### config.mk
export PLATFORM = sky130hd
export DESIGN_NAME = enemy_life_ctrl
export DESIGN_NICKNAME = d
export VERILOG_FILES = /design/src/rtl/game_pkg.sv /design/src/rtl/frame_tick_gen.sv /design/src/rtl/enemy_life_ctrl.sv
export SDC_FILE = /design/constraint.sdc
export NUM_CORES = 1
export LEC_CHECK = 0
export ABC_AREA = 1
export CORE_MARGIN = 3
export CORE_UTILIZATION = 56
export CTS_CLUSTER_DIAMETER = 40
export DETAILED_ROUTE_END_ITERATION = 6
export PLACE_DENSITY = 0.85
export SLEW_MARGIN = 10
export SYNTH_ARGS = -nofsm -noshare
export SYNTH_HDL_FRONTEND = slang
export SYNTH_SLANG_ARGS = --single-unit
### constraint.sdc
create_clock -name Clk -period 6.5 [get_ports Clk]
set_input_delay 0.65 -clock Clk [delete_from_list [all_inputs] [get_ports Clk]]
set_output_delay 0.65 -clock Clk [all_outputs]
set_load 0.01 [all_outputs]
### src/rtl/game_pkg.sv
// Shared game definitions: actor life states, screen geometry and frame-timer helpers.
package game_pkg;

  typedef enum logic [2:0] {
    SPAWN_WAIT,
    ALIVE,
    FLASH,
    DYING,
    DEAD
  } life_state_t;

  localparam int SCREEN_W = 320;
  localparam int SCREEN_H = 240;

  // A timer loaded with N leaves on the (N+1)th frame tick, so a span of F frames loads F-1.
  function automatic logic [7:0] frames_to_load(input int frames);
    if (frames <= 1) return 8'd0;
    if (frames >= 256) return 8'd255;
    return 8'(frames - 1);
  endfunction

  function automatic int spawn_frames(input int base, input int idx);
    int total;
    total = base * (idx + 1);
    return (total > 255) ? 255 : total;
  endfunction

endpackage

### src/rtl/frame_tick_gen.sv
// Brings the asynchronous frame clock into the Clk domain and emits a
// one-Clk pulse on each of its rising edges.
module frame_tick_gen (
  input  logic Clk,
  input  logic Reset_n,
  input  logic frame_clk,
  output logic frame_tick
);

  logic sync_1, sync_2, sync_3;

  always_ff @(posedge Clk) begin
    if (!Reset_n) begin
      sync_1 <= 1'b0;
      sync_2 <= 1'b0;
      sync_3 <= 1'b0;
    end else begin
      sync_1 <= frame_clk;
      sync_2 <= sync_1;
      sync_3 <= sync_2;
    end
  end

  assign frame_tick = sync_2 & ~sync_3;

endmodule

### src/rtl/enemy_life_ctrl.sv
// Per-enemy life manager: bullet hit detection, HP, hit-flash, death and
// respawn timing, plus the re-home pulse and hit/kill pulses for other logic.
module enemy_life_ctrl
  import game_pkg::*;
#(
  parameter int id             = 0,
  parameter int MAX_HP         = 3,
  parameter int Width          = 26,
  parameter int Height         = 26,
  parameter int FLASH_FRAMES   = 8,
  parameter int DEATH_FRAMES   = 30,
  parameter int RESPAWN_FRAMES = 120,
  parameter int SPAWN_FRAMES   = 60
) (
  input  logic       Clk,
  input  logic       Reset_n,
  input  logic       frame_clk,
  input  logic       Bullet_valid,
  input  logic [8:0] Bullet_X,
  input  logic [8:0] Bullet_Y,
  input  logic [8:0] Obj_X_Pos,
  input  logic [8:0] Obj_Y_Pos,
  output logic       is_alive,
  output logic       is_flash,
  output logic       is_dying,
  output logic       Enemy_Reset,
  output logic       hit_ack,
  output logic       kill_pulse,
  output logic [2:0] hp
);

  localparam logic [7:0] SPAWN_LOAD   = frames_to_load(spawn_frames(SPAWN_FRAMES, id));
  localparam logic [7:0] FLASH_LOAD   = frames_to_load(FLASH_FRAMES);
  localparam logic [7:0] DEATH_LOAD   = frames_to_load(DEATH_FRAMES);
  localparam logic [7:0] RESPAWN_LOAD = frames_to_load(RESPAWN_FRAMES);
  localparam logic [2:0] HP_FULL      = 3'(MAX_HP);

  life_state_t state;
  logic [7:0]  timer;
  logic        frame_tick;
  logic        hit;
  logic [9:0]  box_right, box_bottom;

  frame_tick_gen u_frame_tick (
    .Clk        (Clk),
    .Reset_n    (Reset_n),
    .frame_clk  (frame_clk),
    .frame_tick (frame_tick)
  );

  // Box edges are widened to 10 bits so boxes near the right/bottom edge never wrap to zero.
  assign box_right  = {1'b0, Obj_X_Pos} + 10'(Width);
  assign box_bottom = {1'b0, Obj_Y_Pos} + 10'(Height);

  assign hit = Bullet_valid
             && ({1'b0, Bullet_X} >= {1'b0, Obj_X_Pos}) && ({1'b0, Bullet_X} < box_right)
             && ({1'b0, Bullet_Y} >= {1'b0, Obj_Y_Pos}) && ({1'b0, Bullet_Y} < box_bottom);

  // Level outputs follow the state one cycle late, so is_alive rises just after Enemy_Reset.
  always_ff @(posedge Clk) begin
    if (!Reset_n) begin
      state       <= SPAWN_WAIT;
      timer       <= SPAWN_LOAD;
      hp          <= HP_FULL;
      is_alive    <= 1'b0;
      is_flash    <= 1'b0;
      is_dying    <= 1'b0;
      Enemy_Reset <= 1'b0;
      hit_ack     <= 1'b0;
      kill_pulse  <= 1'b0;
    end else begin
      is_alive    <= (state == ALIVE) || (state == FLASH);
      is_flash    <= (state == FLASH);
      is_dying    <= (state == DYING);
      Enemy_Reset <= 1'b0;
      hit_ack     <= 1'b0;
      kill_pulse  <= 1'b0;

      case (state)
        SPAWN_WAIT, DEAD: begin
          if (frame_tick) begin
            if (timer == 8'd0) begin
              state       <= ALIVE;
              hp          <= HP_FULL;
              Enemy_Reset <= 1'b1;
            end else begin
              timer <= timer - 8'd1;
            end
          end
        end
        ALIVE: begin
          if (hit) begin
            hit_ack <= 1'b1;
            hp      <= hp - 3'd1;
            if (hp == 3'd1) begin
              kill_pulse <= 1'b1;
              state      <= DYING;
              timer      <= DEATH_LOAD;
            end else begin
              state <= FLASH;
              timer <= FLASH_LOAD;
            end
          end
        end
        FLASH: begin
          if (frame_tick) begin
            if (timer == 8'd0) state <= ALIVE;
            else               timer <= timer - 8'd1;
          end
        end
        DYING: begin
          if (frame_tick) begin
            if (timer == 8'd0) begin
              state <= DEAD;
              timer <= RESPAWN_LOAD;
            end else begin
              timer <= timer - 8'd1;
            end
          end
        end
        default: begin
          state <= SPAWN_WAIT;
          timer <= SPAWN_LOAD;
        end
      endcase
    end
  end

endmodule
Yosys cells after proc, flatten, opt, wreduce, memory -nomap -nowiden --
Cells that the tools add are included.
Word-level totals: bits in registers 23, bits in latches 0, bits in writable memories 0, bits in read-only memories 0, input bits 40, output and inout bits 9, memories kept 0
Cells by class: add/subtract/negate cells 4, multipliers 0, div/mod/pow operators 0, $lt $le $gt $ge 4, eq/ne operators 13, shift-type cells 0, mux-type cells 21, bitwise operators 2, reductions and logical operators 16
Operators by type and width (count):
- $mux 8 | 5
- $mux 3 | 8
- $pmux 8 s3 | 1
- $add 9x5->10 const B | 2
- $lt 9x10->1 | 2
- $ge 9x9->1 | 2
- $ne 2x2->1 const B | 5
- $pmux 3 s3 | 1
- $logic_not 8->1 | 1
- $reduce_and 4->1 | 2
- $sub 8x1->8 const B | 1
- $eq 3x1->1 const B | 2
- $eq 3x2->1 const B | 2
- $ne 2x1->1 const B | 3
- $pmux 3 s2 | 1
- $reduce_and 3->1 | 2
- $mux 5 | 1
- $reduce_and 5->1 | 1
- $logic_and 1x1->1 | 4
- $mux 1 | 4
- $eq 3x3->1 const B | 1
- $logic_not 3->1 | 1
- $reduce_or 3->1 | 1
- $sub 3x1->3 const B | 1
- 6 further kinds | 6

Longest topological paths before layout --
Gate-level depths: netlist of run 1.
depth in word-level cells 7, gate-level depth with buffers 18, gate-level depth less buffers 18

By module --
Synthesis of run 1 repeated with hierarchy kept, for this count alone.
Unflattened totals: cell total of the unflattened synthesis 354, area, all modules 2477.4 um^2
By module, submodules not included:
- enemy_life_ctrl | times used 1, cells an instance 343, area each 2384.8 um^2
- frame_tick_gen | times used 1, cells an instance 11, area each 92.6 um^2

Worst setup path after synthesis of run 1 --
No wires, ideal clock.
kind in2reg, from in Obj_X_Pos[1], to reg timer[6], data arrival time 2.361 ns, required time 6.385 ns, path slack 4.024 ns, stages on the path 17, buffers on the path 1, path through ha_1 nor2_1 nand2_2 xor2_1 ha_1 nand2_1 nor2_1 o21ai_1 nand2_1 o21bai_1 nand2_1 nand2_1 nand3_4 nand2_8 buf_12 a21oi_1 nor2_1
On the way: word-level cells in the longest chain between the ends 7
RTL lines:
- start, declared | line enemy_life_ctrl.sv:21 | input logic [8:0] Obj_X_Pos,
- $add 9x5->10 or $ge 9x9->1 (tied branches) | line enemy_life_ctrl.sv:52, enemy_life_ctrl.sv:56
- $lt 9x10->1 or $logic_and 1x1->1 (tied branches) | line enemy_life_ctrl.sv:56 | && ({1'b0, Bullet_X} >= {1'b0, Obj_X_Pos}) && ({1'b0, Bullet_X} < box_right)
- $logic_and 1x1->1 * | line enemy_life_ctrl.sv:56
- $logic_and 1x1->1 * (2 in a row) | line enemy_life_ctrl.sv:57 | && ({1'b0, Bullet_Y} >= {1'b0, Obj_Y_Pos}) && ({1'b0, Bullet_Y} < box_bottom);
- $ne 2x2->1 (no line) *
- $reduce_and 4->1 (no line) *
- end signal, assigned | line enemy_life_ctrl.sv:87 | timer <= timer - 8'd1;
- end signal, assigned | line enemy_life_ctrl.sv:108 | else timer <= timer - 8'd1;
- end signal, assigned | line enemy_life_ctrl.sv:117 | timer <= timer - 8'd1;
- end, declared | line enemy_life_ctrl.sv:39 | logic [7:0] timer;
Mark *: on every way between the ends. The rest lies on a longest branch, timed or not. A chain may end at the register's enable or synchronous reset.

Worst setup path in the final report of run 1 --
from in Obj_X_Pos[1], to reg timer[7]
The elaborated chain is that of the path after synthesis.

==> results of run 1 <==
sequential cells by signal, summed over array words and instances (netlist names):
register,flops
timer,8
hp,3
state,3
Enemy_Reset,1
hit_ack,1
is_alive,1
is_dying,1
is_flash,1
kill_pulse,1
u_frame_tick.sync_1,1
u_frame_tick.sync_2,1
u_frame_tick.sync_3,1
stage by stage:
step                      utilization, %  hold WS, ps
final                               72.7          425
after detailed placement            71.5          417
after floorplan                        -          390
after global placement              71.5          411
after CTS                           72.7          428
after global routing                72.7          447
cell usage in the layout (no fill, tap or decap), drive strengths merged:
master	instances
xnor2	1
a21boi	1
xor2	16
inv	62
o21ai	11
o21bai	1
a21o	1
nor4	2
ha	39
a21oi	19
clkinvlp	1
dfxtp	23
clkdlybuf4s50	48
a22oi	1
nand2	91
nand4	2
nor2	47
nand3b	3
clkbuf	3
and2	1
o211ai	2
and3	1
nor3	3
nand3	27
clkinv	1
worst max-delay path by stage:
stage                             from  slack, ps        to  cells after the start
after floorplan           Obj_X_Pos[1]       4020  timer[6]                     17
after global placement    Obj_X_Pos[1]       3270  timer[4]                     18
after detailed placement  Obj_X_Pos[1]       3170  timer[7]                     19
after CTS                 Obj_X_Pos[1]       3450  timer[7]                     19
after global routing      Obj_X_Pos[1]       3200     hp[2]                     19
final                     Obj_X_Pos[1]       3420  timer[7]                     19
critical path, cell delays in order:
cell,delay [ps]
clkdlybuf4s50_1,490
ha_1,270
nor2_1,140
nand2_2,100
xor2_1,150
ha_1,300
nand2_1,90
nor2_1,50
o21ai_1,90
nand2_1,70
o21bai_1,130
nand2_1,90
nand2_1,110
nand3_4,120
nand2_8,140
nand2_4,90
nand2_1,90
nand2_1,50
nor2_1,90
power by group:
| part | total (W) | switching, W | internal, W | leakage [nW] |
|---|---|---|---|---|
| registers | 0.000159 | 0.00000909 | 0.000150 | 0.187 |
| logic | 0.000160 | 0.0000856 | 0.0000744 | 1.32 |
| clock network | 0.0000925 | 0.0000490 | 0.0000435 | 0.0217 |
routing by layer:
layer  wire (um)  part of all wire [%]  GRT usage [%]  vias up
met4          60                   1.1           5.43        0
met2        2550                    48           39.2       63
met3         286                   5.4           3.37        6
met5           0                     0              0        -
li1            -                     -              -     1236
met1        2420                    46           27.4     1054
cell type report:
type / instances / area [um^2] / share of cell area, %
clock buffer: 3 / 41.3 / 1.39
clock inverter: 1 / 7.51 / 0.253
inverter: 63 / 236 / 7.96
multi-input combinational: 269 / 1680 / 56.6
sequential: 23 / 460 / 15.5
tap: 50 / 62.6 / 2.11
timing repair buffer: 48 / 480 / 16.2
kinds of logic after synthesis:
group / share of synthesized area (%)
xor+xnor: 6.18
simple gates: 34.1
flops: 19.1
buf+inv: 11.0
compound gates: 9.30
fa+ha+maj: 20.3
==> impl_metrics.env, run 1 <==
export IMPL_status="finished clean"
export IMPL_h_tree_depth=1
export IMPL_io_pins=49
export IMPL_grt_pass1_vias=2281
export IMPL_worstPathArrival_ps=3300
export IMPL_wl_per_cell_um=11.6
export IMPL_initial_core_util_pct=58.9
export IMPL_worstPathMaxFanout=16
export IMPL_fin_setup_tns_ps=0
export IMPL_grt_max_degree=18
export IMPL_whs_path_depth=2
export IMPL_clk_pin_slew_ps=90
export IMPL_die_h_um=71.6
export IMPL_r2r_cells=11
export IMPL_finalPower_w=0.000412
export IMPL_synth_async_reset_ratio_pct=0
export IMPL_syn_mean_instance_area_um2=6.72
export IMPL_synth_area_leaders="ha_1, dfxtp_1, nand2_1, inv_1, nor2_1"
export IMPL_syn_area_um2=2410
export IMPL_synth_warnings=0
export IMPL_rsz0062_at_grt="no"
export IMPL_cts_resized=0
export IMPL_cts_sinks=23
export IMPL_die_w_um=71.6
export IMPL_peakVddDrop_uv=105
export IMPL_ys_ff_latch=23
export IMPL_final_area_um2=2970
export IMPL_drv_cap=0
export IMPL_worstPathRequired_ps=6720
export IMPL_num_vias=2359
export IMPL_worstMarginPinSlew_ps=602
export IMPL_postCtsHoldBufs=0
export IMPL_setup_violations=0
export IMPL_clock_latency_ps=270
export IMPL_skew_ps=5.14
export IMPL_cp_end_kind="flop"
export IMPL_postCtsSetupRepairBufs=0
export IMPL_drive_above_1_share_pct=8.85
export IMPL_overflow=0
export IMPL_p_per_area_nw_per_um2=138
export IMPL_finalHoldViolCount=0
export IMPL_dieArea_um2=5120
export IMPL_reg2reg_from="timer[0]"
export IMPL_synthTopCellsByCount="nand2_1, inv_1, nor2_1"
export IMPL_cts_tree="yes"
export IMPL_min_delay_path_class="flop to flop"
export IMPL_dp_hpwl_um=4470
export IMPL_syn_num_nets=437
export IMPL_synth_ff_type="dfxtp_1"
export IMPL_period_minus_slack_ps=3080
export IMPL_yosysSeqAreaShare_pct=19.1
export IMPL_area_delta_synth_final_pct=23.4
export IMPL_io_buffers=48
export IMPL_grt_pass1_wl_um=9230
export IMPL_antenna_left=0
export IMPL_drtIter0Drc=113
export IMPL_dpl_cell_count=453
export IMPL_place_congestion=0.924
export IMPL_grtUsageTotal_pct=21.9
export IMPL_maxSlewViolCount=0
export IMPL_fmax_mhz=325
export IMPL_cts_max_path_buffers=2
export IMPL_grt_antenna_before_repair=0
export IMPL_min_delay_start="u_frame_tick.sync_2"
export IMPL_p_leak_nw=1.52
export IMPL_syn_inst=358
export IMPL_reg2reg_to="hp[1]"
export IMPL_routed_wirelength_um=5310
export IMPL_cp_start_kind="primary input"
export IMPL_synth_edff_count=0
export IMPL_hold_end="u_frame_tick.sync_3"
export IMPL_fillers=356
export IMPL_max_slew_margin_pct=59.7
export IMPL_yosysMostFrequentCell="nand2_1"
export IMPL_period_share_pct=47.4
export IMPL_place_ws_ps=3170
export IMPL_finalNonFillerCells=457
export IMPL_root_buffer="clkbuf_8"
export IMPL_placed_area_um2=2920
export IMPL_rrSetupSlack_ps=4600
export IMPL_antenna_cells=0
export IMPL_final_nets=487
export IMPL_vias_per_cell=5.16
export IMPL_yosysTopAreaCellShare_pct=20.3
export IMPL_first_pass_iters=4
export IMPL_yosysUniqueCellTypes=37
export IMPL_worstSetupPathType="primary input to flop"
export IMPL_synth_largest_area_cell="ha_1"
export IMPL_core_area_um2=4090
export IMPL_drc_errors=0
export IMPL_finalWorstSetupSlack_ps=3420
export IMPL_cts_buffers_inserted=3
export IMPL_rows=23
Note: power is estimated with default switching activity, not from simulation.
==> run 2, diff against run 1 <==
--- a/config.mk
+++ b/config.mk
@@ -7,10 +7,10 @@
 export LEC_CHECK = 0
 export ABC_AREA = 1
 export CORE_MARGIN = 3
-export CORE_UTILIZATION = 56
+export CORE_UTILIZATION = 52
 export CTS_CLUSTER_DIAMETER = 40
 export DETAILED_ROUTE_END_ITERATION = 6
-export PLACE_DENSITY = 0.85
+export PLACE_DENSITY = 0.8
 export SLEW_MARGIN = 10
 export SYNTH_ARGS = -nofsm -noshare
 export SYNTH_HDL_FRONTEND = slang
==> constraint.sdc (replaced) <==
create_clock -name Clk -period 3.1 [get_ports Clk]
set_input_delay 0.31 -clock Clk [delete_from_list [all_inputs] [get_ports Clk]]
set_output_delay 0.31 -clock Clk [all_outputs]
set_load 0.01 [all_outputs]
==> impl_metrics.env, run 2 (same netlist as run 1, synthesis figures left out) <==
export IMPL_crit_chain="clkdlybuf4s50_1, ha_1, nor2_1, nand2_2, xor2_1, ha_1, nand2_1, nor2_1, o21ai_1, nand2_1, o21bai_1, nand2_1, nand2_1, nand3_4, nand2_8, nand2_4, nand2_1, nand3_1"
export IMPL_cp_start_kind="primary input"
export IMPL_met2_length_um=2170
export IMPL_grt_max_degree=18
export IMPL_grt_pass1_wl_um=8220
export IMPL_worstSetupPathType="primary input to flop"
export IMPL_cp_slowest_stage_delay_ps=480
export IMPL_rows=24
export IMPL_drive_above_1_share_pct=8.82
export IMPL_place_ws_ps=131
export IMPL_min_delay_path_class="flop to flop"
export IMPL_dpl_cell_count=456
export IMPL_grt_antenna_before_repair=0
export IMPL_finalNonFillerCells=460
export IMPL_largest_reg_flops=8
export IMPL_clock_latency_ps=260
export IMPL_overflow=0
export IMPL_fin_util_pct=67.5
export IMPL_first_pass_iters=4
export IMPL_period_minus_slack_ps=2680
export IMPL_antenna_cells=0
export IMPL_cp_end_kind="flop"
export IMPL_cts_sinks=23
export IMPL_dieArea_um2=5480
export IMPL_routed_wl_met3_um=225
export IMPL_fin_setup_tns_ps=0
export IMPL_io_pins=49
export IMPL_period_share_pct=86.5
export IMPL_slowest_stage="clkdlybuf4s50_1"
export IMPL_fmax_mhz=373
export IMPL_dp_hpwl_um=4280
export IMPL_status="finished clean"
export IMPL_largest_register="timer"
export IMPL_h_tree_depth=1
export IMPL_postCtsHoldBufs=0
export IMPL_setup_violations=0
export IMPL_clk_pin_slew_ps=80
export IMPL_final_cell_mix="nand2_1, inv_1, clkdlybuf4s50_1, nor2_1, ha_1"
export IMPL_initial_core_util_pct=54.5
export IMPL_path_buf_inv=1
export IMPL_crit_family="simple AND/OR/NAND/NOR gates"
export IMPL_postCtsSetupRepairBufs=0
export IMPL_rsz0062_at_grt="no"
export IMPL_p_per_area_nw_per_um2=282
export IMPL_worstMarginPinSlew_ps=362
export IMPL_die_h_um=74.0
export IMPL_worstPathMaxFanout=16
export IMPL_cts_buffers_inserted=3
export IMPL_core_area_um2=4410
export IMPL_drv_cap=0
export IMPL_cts_max_path_buffers=2
export IMPL_drtIter0Drc=185
export IMPL_cts_tree="yes"
export IMPL_wl_per_cell_um=10.8
export IMPL_finalHoldViolCount=0
export IMPL_skew_ps=4.93
export IMPL_mostFrequentLayoutCell="nand2_1"
export IMPL_io_buffers=48
export IMPL_grt_pass1_vias=2037
export IMPL_antenna_left=0
export IMPL_top_layer_used="met4"
export IMPL_num_vias=2295
export IMPL_area_delta_synth_final_pct=23.7
export IMPL_routed_wirelength_um=4980
export IMPL_p_leak_nw=1.53
export IMPL_root_buffer="clkbuf_8"
export IMPL_maxSlewViolCount=0
export IMPL_drc_errors=0
export IMPL_max_slew_margin_pct=75.7
export IMPL_wl_met1_um=2530
export IMPL_finalWorstSetupSlack_ps=420
export IMPL_vias_per_cell=4.99
export IMPL_path_common_cell="nand2_1"
export IMPL_place_congestion=0.963
export IMPL_die_w_um=74.0
export IMPL_cts_resized=0
export IMPL_worstPathRequired_ps=3250
export IMPL_final_nets=488
export IMPL_grtUsageTotal_pct=18.5
export IMPL_worstPathArrival_ps=2830
export IMPL_peakVddDrop_uv=226
export IMPL_top_regs="timer (8), hp (3), state (3)"
run 2: final timing paths:
path                             from                  end  slack (ps)  depth (start not counted)
setup reg to reg             timer[0]             state[1]        1210                         11
hold reg to reg   u_frame_tick.sync_2  u_frame_tick.sync_3         430                          2
setup / recovery         Obj_X_Pos[1]             timer[1]         420                         18
hold / removal    u_frame_tick.sync_2  u_frame_tick.sync_3         430                          2
run 2: power breakdown:
group	leakage [nW]	total, W	internal (W)	switching, W
logic	1.32	0.000330	0.000156	0.000174
clock network	0.0228	0.000178	0.0000914	0.0000866
registers	0.187	0.000333	0.000314	0.0000189
total	1.53	0.000841	0.000561	0.000280
run 2: cell type report:
class,count,area [um^2]
repair buffers,49,488
fillers,403,1440
multi-input cells,269,1680
flip-flops and latches,23,460
inverters,63,236
clock buffers,4,45.0
well taps,52,65.1
run 2: stage by stage:
stage	instance area, um^2	total power [W]	hold WS [ps]
floorplan	2410	0.000557	390
global placement	2930	0.000659	409
detailed placement	2930	0.000670	424
CTS	2980	0.000849	434
global route	2980	0.000907	472
finish	2980	0.000841	430
run 2: tightest hold or removal path, stage by stage (launching register included):
cell	delay, ps
dfxtp_1	310
nand2_1	50
inv_1	30
run 2: routing by layer:
| metal | track usage (%) | vias to the layer above |
|---|---|---|
| met5 | 0 | - |
| met4 | 3.42 | 0 |
| met3 | 3.11 | 4 |
| met2 | 29.0 | 52 |
| met1 | 26.9 | 1007 |
| li1 | - | 1232 |
==> run 3, diff against run 2 <==
--- a/config.mk
+++ b/config.mk
@@ -6,11 +6,14 @@
 export NUM_CORES = 1
 export LEC_CHECK = 0
 export ABC_AREA = 1
+export CELL_PAD_IN_SITES_DETAIL_PLACEMENT = 1
+export CELL_PAD_IN_SITES_GLOBAL_PLACEMENT = 1
+export CORE_ASPECT_RATIO = 0.7
 export CORE_MARGIN = 3
-export CORE_UTILIZATION = 52
+export CORE_UTILIZATION = 33
 export CTS_CLUSTER_DIAMETER = 40
 export DETAILED_ROUTE_END_ITERATION = 6
-export PLACE_DENSITY = 0.8
+export PLACE_DENSITY = 0.76
 export SLEW_MARGIN = 10
 export SYNTH_ARGS = -nofsm -noshare
 export SYNTH_HDL_FRONTEND = slang
==> constraint.sdc (replaced) <==
create_clock -name Clk -period 2.3 [get_ports Clk]
set_input_delay 0.23 -clock Clk [delete_from_list [all_inputs] [get_ports Clk]]
set_output_delay 0.23 -clock Clk [all_outputs]
set_load 0.01 [all_outputs]
==> impl_metrics.env, run 3 (same netlist as run 1, synthesis figures left out) <==
export IMPL_fin_util_pct=47.3
export IMPL_vias_per_cell=4.73
export IMPL_wl_per_cell_um=13.4
export IMPL_placed_area_um2=3110
export IMPL_p_leak_nw=1.69
export IMPL_clock_latency_ps=280
export IMPL_cp_end_kind="flop"
export IMPL_dieArea_um2=8370
export IMPL_grt_pass1_vias=2577
export IMPL_core_area_um2=6910
export IMPL_antenna_left=0
export IMPL_cts_buffers_inserted=3
export IMPL_setup_violations=0
export IMPL_initial_core_util_pct=34.8
export IMPL_area_delta_synth_final_pct=35.9
export IMPL_die_h_um=77.5
export IMPL_cts_sinks=23
export IMPL_postCtsHoldBufs=0
export IMPL_antenna_cells=0
export IMPL_worstMarginPinSlew_ps=474
export IMPL_rows=25
export IMPL_worstSetupPathType="primary input to flop"
export IMPL_h_tree_depth=1
export IMPL_clk_pin_slew_ps=90
export IMPL_period_minus_slack_ps=2160
export IMPL_grt_pass1_wl_um=12000
export IMPL_worstPathArrival_ps=2370
export IMPL_drtIter0Drc=103
export IMPL_place_congestion=0.872
export IMPL_top_regs="timer (8), hp (3), state (3)"
export IMPL_worstPathMaxFanout=8
export IMPL_status="finished clean"
export IMPL_peakVddDrop_uv=212
export IMPL_io_pins=49
export IMPL_finalHoldViolCount=0
export IMPL_cts_max_path_buffers=2
export IMPL_routed_wirelength_um=7070
export IMPL_period_share_pct=93.8
export IMPL_num_vias=2496
export IMPL_grtUsageTotal_pct=17.7
export IMPL_cts_tree="yes"
export IMPL_largest_register="timer"
export IMPL_fmax_mhz=464
export IMPL_max_slew_margin_pct=68.4
export IMPL_rsz0062_at_grt="no"
export IMPL_overflow=0
export IMPL_dp_hpwl_um=5930
export IMPL_largest_reg_flops=8
export IMPL_first_pass_iters=4
export IMPL_grt_antenna_before_repair=0
export IMPL_min_delay_path_class="flop to flop"
export IMPL_drc_errors=0
export IMPL_skew_ps=11.5
export IMPL_die_w_um=108
export IMPL_drv_cap=0
export IMPL_final_cell_mix="nand2_1, inv_1, nor2_1, ha_1, clkdlybuf4s50_1"
export IMPL_fillers=910
export IMPL_grt_max_degree=17
export IMPL_cp_start_kind="primary input"
export IMPL_p_per_area_nw_per_um2=375
export IMPL_mostFrequentLayoutCell="nand2_1"
export IMPL_io_buffers=48
export IMPL_maxSlewViolCount=0
export IMPL_final_nets=514
export IMPL_root_buffer="clkbuf_8"
export IMPL_worstPathRequired_ps=2520
export IMPL_drive_above_1_share_pct=18.4
export IMPL_final_area_um2=3270
run 3: worst paths after layout:
path         slack (ps)                start  depth (start not counted)                  end
max                 140         Obj_X_Pos[3]                         18                hp[2]
min                 430  u_frame_tick.sync_2                          2  u_frame_tick.sync_3
max reg2reg         290             timer[0]                         12                hp[2]
min reg2reg         430  u_frame_tick.sync_2                          2  u_frame_tick.sync_3
run 3: stage by stage:
stage          TNS [ps]  hold WS [ps]  power (W)  cells  setup WS [ps]
2_1_floorplan         0           328   0.000750    358            244
3_3_place_gp      -7720           412   0.000926    515           -505
3_5_place_dp      -8140           413   0.000948    515           -563
4_1_cts               0           433    0.00123    528           9.71
5_1_grt               0           456    0.00133    528           10.8
6_report              0           431    0.00123    528            143
run 3: final cells by class:
| cell class | count | area, um^2 | area share (%) |
|---|---|---|---|
| Multi-Input combinational cell | 270 | 1750 | 53.6 |
| Timing Repair Buffer | 74 | 658 | 20.1 |
| Sequential cell | 23 | 460 | 14.1 |
| Inverter | 63 | 236 | 7.23 |
| Tap cell | 94 | 118 | 3.59 |
| Clock buffer | 3 | 41.3 | 1.26 |
| Clock inverter | 1 | 5.00 | 0.153 |
run 3: power breakdown:
part	leakage [nW]	switching (W)	total (W)	internal (W)
registers	0.187	0.0000281	0.000452	0.000424
clock network	0.0255	0.000144	0.000266	0.000121
logic	1.48	0.000270	0.000511	0.000241
run 3: what timing repair did:
item / in CTS / in global routing
cloned: 1 / 0
pin swaps: 14 / 21
setup buffers: 8 / 0
endpoints found under the setup margin: 16 / 16
resized for setup: 18 / 19
run 3: metal layers:
metal | track usage, % | part of all wire, % | vias to the layer above
met2 | 28.8 | 43 | 50
met1 | 25.7 | 52 | 1155
met5 | 0 | 0 | -
li1 | - | - | 1287
met4 | 2.27 | 0.57 | 0
met3 | 2.08 | 4.1 | 4
run 3: critical path, stage by stage:
cell	delay, ps
dlygate4sd2_1	300
nor2_2	140
nand2_2	70
xor2_1	160
ha_1	300
nand2_1	80
nor2_1	50
o21ai_1	100
nand2_1	80
o21bai_1	130
nand2_1	100
nand2_2	100
nand3_4	130
nand2_8	140
nand2_4	70
nand2_2	70
nand2_1	50
nor2_1	100
